### src/rtl/uart_8250_rx.sv
// 8250-compatible UART receive path: 16x oversampled deserialiser with
// parity/framing/break detection feeding a receive FIFO with sticky overrun.
module uart_8250_rx #(
    parameter int FIFO_DEPTH = 16
) (
    input  logic                         CLK_I,
    input  logic                         RST_I,
    input  logic                         RX_I,
    input  logic [15:0]                  DIVISOR_I,
    input  logic [1:0]                   WLS_I,
    input  logic                         PEN_I,
    input  logic                         EPS_I,
    input  logic                         RD_I,
    input  logic                         LSR_RD_I,
    input  logic                         FIFO_CLR_I,
    output logic [7:0]                   DATA_O,
    output logic                         DR_O,
    output logic                         OE_O,
    output logic                         PE_O,
    output logic                         FE_O,
    output logic                         BI_O,
    output logic [$clog2(FIFO_DEPTH):0]  COUNT_O
);

    // state  | meaning
    // IDLE   | waiting for a falling edge on the synchronised line
    // START  | mid-start-bit validation at tick_cnt 7
    // DATA   | sampling data bits LSB first at tick_cnt 15
    // PARITY | sampling the parity bit
    // STOP   | sampling the stop bit, then pushing the character
    typedef enum logic [2:0] {IDLE, START, DATA, PARITY, STOP} state_t;

    localparam int AW = $clog2(FIFO_DEPTH);
    localparam int CW = AW + 1;

    state_t       state;
    logic         rx_meta, rx_s, rx_prev;
    logic [15:0]  presc;
    logic [15:0]  div_m1;
    logic         tick;
    logic         start_det;
    logic [3:0]   tick_cnt;
    logic [2:0]   bit_cnt;
    logic [7:0]   shift;
    logic [1:0]   wls_q;
    logic         pen_q, eps_q;
    logic         par_bit, pe_q;
    logic         push_vld;
    logic [10:0]  push_entry;

    logic [10:0]  mem [FIFO_DEPTH];
    logic [AW-1:0] wr_ptr, rd_ptr, rd_ptr_nxt;
    logic [CW-1:0] count;
    logic [10:0]  head_q;
    logic         full, do_pop, do_push, overrun;

    assign div_m1    = (DIVISOR_I == 16'd0) ? 16'd0 : DIVISOR_I - 16'd1;
    assign tick      = (presc >= div_m1);
    assign start_det = (state == IDLE) && rx_prev && !rx_s;

    always_ff @(posedge CLK_I) begin
        if (RST_I) begin
            rx_meta <= 1'b1;
            rx_s    <= 1'b1;
            rx_prev <= 1'b1;
            presc   <= 16'd0;
        end else begin
            rx_meta <= RX_I;
            rx_s    <= rx_meta;
            rx_prev <= rx_s;
            if (start_det || tick)
                presc <= 16'd0;
            else
                presc <= presc + 16'd1;
        end
    end

    always_ff @(posedge CLK_I) begin
        if (RST_I) begin
            state      <= IDLE;
            tick_cnt   <= 4'd0;
            bit_cnt    <= 3'd0;
            shift      <= 8'd0;
            wls_q      <= 2'd0;
            pen_q      <= 1'b0;
            eps_q      <= 1'b0;
            par_bit    <= 1'b0;
            pe_q       <= 1'b0;
            push_vld   <= 1'b0;
            push_entry <= 11'd0;
        end else begin
            push_vld <= 1'b0;
            case (state)
                IDLE: begin
                    if (start_det) begin
                        state    <= START;
                        tick_cnt <= 4'd0;
                        bit_cnt  <= 3'd0;
                        shift    <= 8'd0;
                        par_bit  <= 1'b0;
                        pe_q     <= 1'b0;
                        wls_q    <= WLS_I;
                        pen_q    <= PEN_I;
                        eps_q    <= EPS_I;
                    end
                end
                START: begin
                    if (tick) begin
                        if (tick_cnt == 4'd7) begin
                            tick_cnt <= 4'd0;
                            state    <= rx_s ? IDLE : DATA;
                        end else begin
                            tick_cnt <= tick_cnt + 4'd1;
                        end
                    end
                end
                DATA: begin
                    if (tick) begin
                        tick_cnt <= tick_cnt + 4'd1;
                        if (tick_cnt == 4'd15) begin
                            shift[bit_cnt] <= rx_s;
                            bit_cnt        <= bit_cnt + 3'd1;
                            if (bit_cnt == ({1'b0, wls_q} + 3'd4))
                                state <= pen_q ? PARITY : STOP;
                        end
                    end
                end
                PARITY: begin
                    if (tick) begin
                        tick_cnt <= tick_cnt + 4'd1;
                        if (tick_cnt == 4'd15) begin
                            par_bit <= rx_s;
                            pe_q    <= eps_q ? (rx_s != ^shift) : (rx_s != ~^shift);
                            state   <= STOP;
                        end
                    end
                end
                STOP: begin
                    if (tick) begin
                        tick_cnt <= tick_cnt + 4'd1;
                        if (tick_cnt == 4'd15) begin
                            push_vld   <= 1'b1;
                            // break: all-zero data, parity (if any) and stop bit
                            push_entry <= {(shift == 8'd0) && !(pen_q && par_bit) && !rx_s,
                                           !rx_s, pe_q, shift};
                            state      <= IDLE;
                        end
                    end
                end
                default: state <= IDLE;
            endcase
        end
    end

    assign full       = (count == CW'(FIFO_DEPTH));
    assign do_pop     = RD_I && (count != '0) && !FIFO_CLR_I;
    assign do_push    = push_vld && !FIFO_CLR_I && (!full || do_pop);
    assign overrun    = push_vld && !FIFO_CLR_I && full && !do_pop;
    assign rd_ptr_nxt = rd_ptr + 1'b1;

    always_ff @(posedge CLK_I) begin
        if (do_push)
            mem[wr_ptr] <= push_entry;
    end

    always_ff @(posedge CLK_I) begin
        if (RST_I) begin
            wr_ptr <= '0;
            rd_ptr <= '0;
            count  <= '0;
            head_q <= 11'd0;
            OE_O   <= 1'b0;
        end else begin
            if (overrun)
                OE_O <= 1'b1;
            else if (LSR_RD_I)
                OE_O <= 1'b0;

            if (FIFO_CLR_I) begin
                wr_ptr <= '0;
                rd_ptr <= '0;
                count  <= '0;
                head_q <= 11'd0;
            end else begin
                if (do_push)
                    wr_ptr <= wr_ptr + 1'b1;
                if (do_pop)
                    rd_ptr <= rd_ptr_nxt;
                count <= count + CW'(do_push) - CW'(do_pop);
                // head tracks the entry at rd_ptr, bypassing the write when it lands there
                if (do_pop) begin
                    if (count == CW'(1))
                        head_q <= do_push ? push_entry : 11'd0;
                    else
                        head_q <= mem[rd_ptr_nxt];
                end else if (do_push && (count == '0)) begin
                    head_q <= push_entry;
                end
            end
        end
    end

    assign DATA_O  = head_q[7:0];
    assign PE_O    = head_q[8];
    assign FE_O    = head_q[9];
    assign BI_O    = head_q[10];
    assign DR_O    = (count != '0);
    assign COUNT_O = count;

endmodule

### config.mk
export PLATFORM = sky130hd
export DESIGN_NAME = uart_8250_rx
export DESIGN_NICKNAME = d
export VERILOG_FILES = /design/src/rtl/uart_8250_rx.sv
export SDC_FILE = /design/constraint.sdc
export NUM_CORES = 1
export LEC_CHECK = 0
export CAP_MARGIN = 25
export CORE_MARGIN = 8
export CORE_UTILIZATION = 40
export CTS_CLUSTER_SIZE = 8
export DETAILED_ROUTE_END_ITERATION = 10
export SLEW_MARGIN = 20
export SYNTH_ARGS = -nofsm -noshare
export SYNTH_HDL_FRONTEND = slang
export SYNTH_SLANG_ARGS = --single-unit
### constraint.sdc
create_clock -name CLK_I -period 4.9 [get_ports CLK_I]
set_clock_uncertainty 0.15 [all_clocks]
set_input_delay 1.225 -clock CLK_I [delete_from_list [all_inputs] [get_ports CLK_I]]
set_output_delay 1.225 -clock CLK_I [all_outputs]
set_load 0.005 [all_outputs]
### Word level (Yosys, flattened, before mapping)

Memory sizes are Yosys's and may differ from the RTL's.
Index checks and enable logic that the tools add are counted.

| operators by class | value |
|---|---|
| add/subtract/negate cells | 9 |
| order comparisons | 3 |
| equal/unequal tests | 22 |
| mux-type cells | 47 |
| bitwise logic cells | 2 |
| reductions and logical operators | 42 |

Operators with widths:

| cell | number |
|---|---|
| $mux W11 | 4 |
| $mux W3 | 14 |
| $mux W8 | 3 |
| $ne A2 B2 Y1 const B | 10 |
| $add A16 B1 Y16 const B | 1 |
| $ge A16 B16 Y1 | 1 |
| $logic_not A16 Y1 | 1 |
| $mux W16 | 1 |
| $mux W4 | 4 |
| $pmux W8 S2 | 1 |
| $sub A16 B1 Y16 const B | 1 |
| $pmux W3 S5 | 1 |
| $logic_and A1 B1 Y1 | 13 |
| $add A4 B1 Y4 const B | 3 |
| $mux W1 | 12 |
| $pmux W4 S3 | 1 |
| $reduce_and A4 Y1 | 3 |
| $reduce_and A10 Y1 | 1 |
| $bwmux W8 | 1 |
| $logic_not A8 Y1 | 1 |
| $reduce_bool A2 Y1 | 4 |
| $reduce_xnor A8 Y1 | 1 |
| $reduce_xor A8 Y1 | 1 |
| $eq A3 B2 Y1 const B | 2 |
| 30 further kinds | 40 |

| word-level totals | value |
|---|---|
| register bits | 80 |
| RAM bits | 176 |
| input port bits | 26 |
| output and inout port bits | 18 |
| logic and storage cells | 146 |
| memories kept | 1 |

Memories:

| name | words | bits a word | read ports | clocked after Yosys merged registers in | write ports | line | source |
|---|---|---|---|---|---|---|---|
| mem | 16 | 11 | 1 | 0 | 1 | 51 | `logic [10:0] mem [FIFO_DEPTH];` |

### Depth between registers and ports, before layout

| logic depth | value |
|---|---|
| word-level depth | 8 |
| mapped depth | 18 |
| depth with buffers taken out | 18 |

### Worst setup path before layout

No wires, ideal clock.

| path | value |
|---|---|
| path type | input to register |
| from | input DIVISOR_I[9] |
| to | register state[0] |
| library setup time | 121 ps |
| arrival time | 4635 ps |
| data required time | 4629 ps |
| setup slack | -6 ps |
| stages on the path | 12 |
| buffers on the path | 0 |
| path through | or4_4 > or3_4 > or4_4 > nand2b_4 > or2b_1 > ha_1 > nor2b_1 > o211a_1 > o311ai_1 > nand4_1 > o221ai_1 > mux2_2 |

| between the ends | value |
|---|---|
| cells in the longest elaborated chain, start to end | 5 |
| elaborated cells between the ends (all ways) | 9 |
| classes of those cells | 1 x add/sub; 1 x order compare; 4 x eq/ne; 1 x mux; 2 x reduce/logical |

RTL lines:

| element | line | source |
|---|---|---|
| start, declared | 9 | `input logic [15:0] DIVISOR_I,` |
| $sub A16 B1 Y16 or $logic_not A16 Y1 (tied branches) | 57 | `assign div_m1 = (DIVISOR_I == 16'd0) ? 16'd0 : DIVISOR_I - 16'd1;` |
| $mux W16 (*) | 57 |  |
| $ge A16 B16 Y1 (*) | 58 | `assign tick = (presc >= div_m1);` |
| $ne A2 B2 Y1 (no source line) | - |  |
| $reduce_and A10 Y1 (no source line) (*) | - |  |
| end signal, assigned | 111 | `state <= rx_s ? IDLE : DATA;` |
| end signal, assigned | 124 | `state <= pen_q ? PARITY : STOP;` |
| end, declared | 36 | `state_t state;` |

Every way passes the cells marked *; elsewhere a longest branch is shown, timed or not.
A chain may end at the register's enable or synchronous reset.

### Worst setup path after layout

| path | value |
|---|---|
| from | input DIVISOR_I[9] |
| to | register state[1] |

The elaborated chain is that of the path after synthesis.

==> reports/metrics.cfg <==
[sta]
timing.slew.headroom = 0.348
minimum_clock_period_after_layout_ps = 4820
number_of_setup_violations_in_the_final_report = 0
timing_worst_slew_pin_value_ps = 978
fmax_mhz = 208
post-route-period-util = 0.983
timing_max_transition_violations_final = 0
postLayoutSetupSlackWorst_ps = 81.1
hold_viol = 0
whs_ps = 258

[die]
chipHeight_um = 185
floorplan.die.width_um = 185
io-pin-count = 44
core-area_mm2 = 0.0279
floorplan.rows = 61
fp.dieArea_mm2 = 0.0341
floorplan.initialDensity = 0.407

[synthesis]
synth.top_cells.by_count = edfxtp_1, dfxtp_1, nor2_1, nand2_1, mux4_2
syn_nets = 902
syn_avg_cell_area_um2 = 13.6
yosys_register_bits = 256
post_synthesis_instance_area_mm2 = 0.0114
synth_top_cell_area_share = 0.464
synth_top_area_cell = edfxtp_1
syn-instance-count = 839
ys_seq_area_frac = 0.605
largest_cells_by_area_after_synthesis = edfxtp_1, dfxtp_1, mux4_2
yosys.cell_types.count = 62
synth_ff_type = edfxtp_1
yosys_warnings = 0
proportion_of_register_bits_with_asynchronous_set_or_reset_after_synthesis = 0
yosys.cell_count.top_type = edfxtp_1
synth-edff-count = 176

[clock_network]
worst_skew_late_latency_ps = 520
cts_num_sinks = 256
clkSlewWorstSetupHoldPaths_ps = 40
cts_tree = yes
cts.htree.levels = 2
clock_tree.root_cell = clkbuf_16
cts_made_buffers = 38
cts.path.max_buffers = 3

[power_and_ir_drop]
irDropWorstVdd_mv = 0.211
power.density_mw_per_mm2 = 371
leak_nw = 4.88

[placed_design]
gpl.final_weighted_congestion = 0.788
numPortBuffers = 43
postPlaceCellArea_mm2 = 0.0124
hpwl_mm = 15.2
dp.cells = 1258
worst_case_setup_slack_after_placement_ps = -478

[routing]
wl_mm = 22.5
via_count = 6760
avgRoutedWirePerCell_um = 16.9
detail_route.first_pass.iterations = 5
ant_nets = 0
routed_via_density = 5.08
drt-initial-drc-count = 442
drc_errors = 0

[min_path]
hold_class = flop to flop

[worst_setup_path]
worst_setup_path_end_kind = flop
worstSetupPathType = input port to flop
crit_fanout = 8
required_time_at_the_endpoint_of_the_critical_path_ps = 5140
cp.arrival_ps = 5050
critPathLaunchType = input port

[finish]
post-route-util = 0.489
layout.cells.non_filler = 1332
final_nets = 988
area_growth_syn_to_layout_pct = 20.0
final_design_area_no_fill_mm2 = 0.0137
num_antenna_cells = 0
drive_gt1_frac = 0.176

[run]
max_cap_viol_count = 0

[grt]
grt_overflow = 0
grt_pass1_vias = 6986
grt_max_degree = 49
antenna_found_initial = 0
global_route_wire_length_before_repair_mm = 37.3
grt_resource_usage_total = 0.136

[outcome]
status = finished, final reports clean

-- registers in the layout, indices dropped and copies added, names as in the netlist --
name,flops
push_entry,11
bit_cnt,3
head_q,11
shift,8
rx_meta,1
pe_q,1
pen_q,1
presc,16
state,3
tick_cnt,4
OE_O,1
wls_q,2
eps_q,1
push_vld,1
wr_ptr,4
par_bit,1
rx_s,1
mem,176
COUNT_O,5
rx_prev,1
rd_ptr,4
-- where the power goes --
part           switching [mW]  internal, mW
logic                   0.162         0.168
registers              0.0242          2.30
clock network           0.906          1.50
-- worst max-delay path, stage by stage --
cell	delay (ps)
clkdlybuf4s50_1	420
or4_4	540
or3_4	340
or4_4	420
nand2b_4	180
or2b_1	160
ha_1	220
nor2b_1	140
o211a_1	210
o311ai_2	260
nand4_1	160
buf_4	200
o221ai_4	220
mux2_2	350
-- per-layer routing --
metal / vias to the layer above / wire length, µm / global-route usage
met4: 0 / 371 / 0.0419
li1: 3296 / - / -
met2: 131 / 10100 / 0.212
met5: - / 0 / 0
met3: 33 / 1070 / 0.0293
met1: 3300 / 10900 / 0.189
-- final cells by class --
| cell class | count | area [µm²] |
|---|---|---|
| clock inverter | 3 | 37.5 |
| timing repair buffer | 87 | 785 |
| tap | 378 | 473 |
| clock buffer | 66 | 1090 |
| fill | 2441 | 14300 |
| inverter | 48 | 180 |
| multi-input combinational | 494 | 4210 |
| sequential | 256 | 6890 |
-- kinds of logic (layout without fill, tap and decap cells) --
| group | Yosys count | after routing | synth area share |
|---|---|---|---|
| adders and majority gates | 37 | 37 | 0.0413 |
| and+or+nand+nor | 233 | 233 | 0.103 |
| muxes | 82 | 82 | 0.130 |
| DFF | 256 | 256 | 0.605 |
| xor gates and xnor gates | 44 | 44 | 0.0339 |
| buffers and inverters | 89 | 204 | 0.0308 |
| AOI/OAI and AO/OA | 98 | 98 | 0.0561 |
-- placed cells by master (no fill, tap or decap), types with 35 or more instances in the layout --
master             n
inv_1             48
dfxtp_1           79
buf_4             39
ha_1              35
nor2_1            71
mux4_2            52
clkbuf_16         39
edfxtp_1         176
nand2_1           54
clkdlybuf4s50_1   43
-- repair_timing --
item,4_1_cts,5_1_grt
setup endpoints to repair,0,21
gates resized for setup,0,7
hold buffers,0,0
setup buffers,0,1
-- worst paths after layout --
kind                 from         end  slack [ps]  cells past startpoint
min reg2reg       rx_meta        rx_s         260                      1
max          DIVISOR_I[9]    state[1]          80                     14
max reg2reg    COUNT_O[3]  COUNT_O[4]        1600                     18
min               rx_meta        rx_s         260                      1
-- stage by stage --
| stage | total power, mW | TNS (ps) |
|---|---|---|
| global route | 5.27 | -356 |
| global placement | 2.69 | -12380 |
| floorplan | 2.58 | 0 |
| detailed placement | 2.69 | -14220 |
| CTS | 5.13 | 0 |
| finish | 5.07 | 0 |
(Power assumes the default switching activity.)
==> variant (same settings) <==
Add an input register stage for `EPS_I`, cleared by the reset; this delays it by one clock. The other inputs are not delayed to match.
--- a/src/rtl/uart_8250_rx.sv
+++ b/src/rtl/uart_8250_rx.sv
@@ -35,2 +35,12 @@
 
+    logic EPS_I_q;
+
+    always_ff @(posedge CLK_I) begin
+        if (RST_I) begin
+            EPS_I_q <= '0;
+        end else begin
+            EPS_I_q <= EPS_I;
+        end
+    end
+
     state_t       state;
@@ -103,3 +113,3 @@
                         pen_q    <= PEN_I;
-                        eps_q    <= EPS_I;
+                        eps_q    <= EPS_I_q;
                     end
Check against the original RTL: same outputs for any inputs over 10 cycles, from zero or initial values and one cycle with RST_I high; that may be too few to reach the edited logic, so the function may still have changed.
==> variant against the original RTL <==
Design area grew 0.69%. Combinational power shrank 6.3%. Synthesized cell count grew 2.3%. Area after synthesis grew 0.47%. Setup slack gained 0.11 ns. Sequential cell count grew 1. Fmax grew 2.2%. Power shrank 0.82%. First-iteration DRC count shrank 16%. Final cell count grew 2.8%. Wire length grew 5.0%. Largest cell class unchanged. Highest routed layer unchanged.
==> variant: results (changes against the original RTL) <==
* R2r setup slk at 1.62 ns (+0.02 ns)
* Yosys cell types at 60 (-3.2%)
* Layout fillers at 2,525 (+3.4%)
* Post-Syn Instances at 858 (+2.3%)
* Commonest cells post-synth: edfxtp_1 (176), dfxtp_1 (81), nor2_1 (81)
* Syn Nets at 921 (+2.1%)
* Non-filler instance count after layout at 1,369 (+2.8%)
* Vias in the first global route at 7,115 (+1.8%)
* Worst Setup SP: DIVISOR_I[11]
* Largest net degree at the start of global routing at 47 (-4.1%)
* Status: completed
* Placed inst area at 0.0126 mm2 (+1.4%)
* Area contributors post-synth: edfxtp_1 (46%), dfxtp_1 (14%), mux4_2 (8.7%)
* GRT Resource Usage Total at 14.0% (+0.39 points)
* RePlAce Congestion at 0.825 (+4.7%)
* Crit path DAT at 4.99 ns (-0.06 ns)
* First-pass GRT wire length at 38,200 um (+2.6%)
* Switching Share at 22.0% (+0.47 points)
* Avg WL per Cell at 17.2 um (+2.2%)
* Biggest registers after layout: mem x176, presc x16
* First-pass DRT Iterations at 4 (-1)
* CP Capture Point: shift[7]$_SDFFE_PP0P_
* Adder-cell area share of the yosys netlist at 4.11% (-0.019 points)
* Share of cells above drive strength 1 at 17.6% (-0.047 points)
* Met2 Use GR at 24.6% (+3.4 points)
* Leak at 5.11 nW (+4.7%)
* Sequential fraction of the synthesis area at 60.4% (-0.11 points)
* Multiplexer share of the synthesized area at 12.2% (-0.77 points)
* Crit Path Max Fanout at 7 (-1)
* M1 WL at 10,500 um (-3.5%)
* Fin nets at 1,020 (+3.2%)
* DPL Wire Length at 15,300 um (+0.61%)
* Met2 Wirelength at 11,800 um (+17%)
* Slew headroom at 38.7% (+4.0 points)
* Post-synthesis compound-gate area fraction at 6.51% (+0.90 points)
* Placed instance count at 1,300 (+3.3%)
* Vias/cell at 5.09 (+0.25%)
## variant: cell types whose count changed in the layout (fill, tap and decap cells not counted), moves of 7 or more
cell and change:
nor2_1 +10, buf_4 +16, mux2_2 +7, or3_1 +7, o22ai_1 -10, inv_1 -19
nand3_1 +7, mux4_2 -8, a21oi_1 +12, o31ai_1 -9, o211ai_1 +20, a311o_1 -7
## variant: critical path, stage by stage
cell and delay, ns:
clkdlybuf4s50_1 0.41, or3_1 0.39, or2_1 0.23, or3_1 0.36, or4_4 0.49, nand2_1 0.10
ha_1 0.25, nand4_1 0.18, buf_4 0.14, nor2_1 0.05, a221oi_4 0.39, a21oi_2 0.15
or3_1 0.42, o211ai_1 0.21
## variant: area by class of cell
class / instances / area (um2) / share of cell area [%]
clock buffer: 64 / 1050 / 7.62
clock inverter: 4 / 63.8 / 0.464
inverter: 29 / 109 / 0.792
multi-input combinational: 532 / 4280 / 31.1
sequential: 257 / 6910 / 50.3
tap: 384 / 480 / 3.49
timing repair buffer: 99 / 858 / 6.24
## variant: power by group through the flow
stage	clock network, mW	logic, mW	registers [mW]
after floorplan	0	0.205	2.36
after global placement	0	0.309	2.37
after detailed placement	0	0.312	2.37
after CTS	2.45	0.314	2.33
after global routing	2.55	0.347	2.33
final	2.39	0.310	2.33
## variant: through the flow
| step | hold slack [ns] | setup WS, ns | TNS [ns] |
|---|---|---|---|
| 2_1_floorplan | 0.239 | 0.00750 | 0 |
| 3_3_place_gp | 0.247 | -0.324 | -13.51 |
| 3_5_place_dp | 0.245 | -0.440 | -17.89 |
| 4_1_cts | 0.262 | 0.0848 | 0 |
| 5_1_grt | 0.276 | -0.0271 | -0.0421 |
| 6_report | 0.257 | 0.187 | 0 |
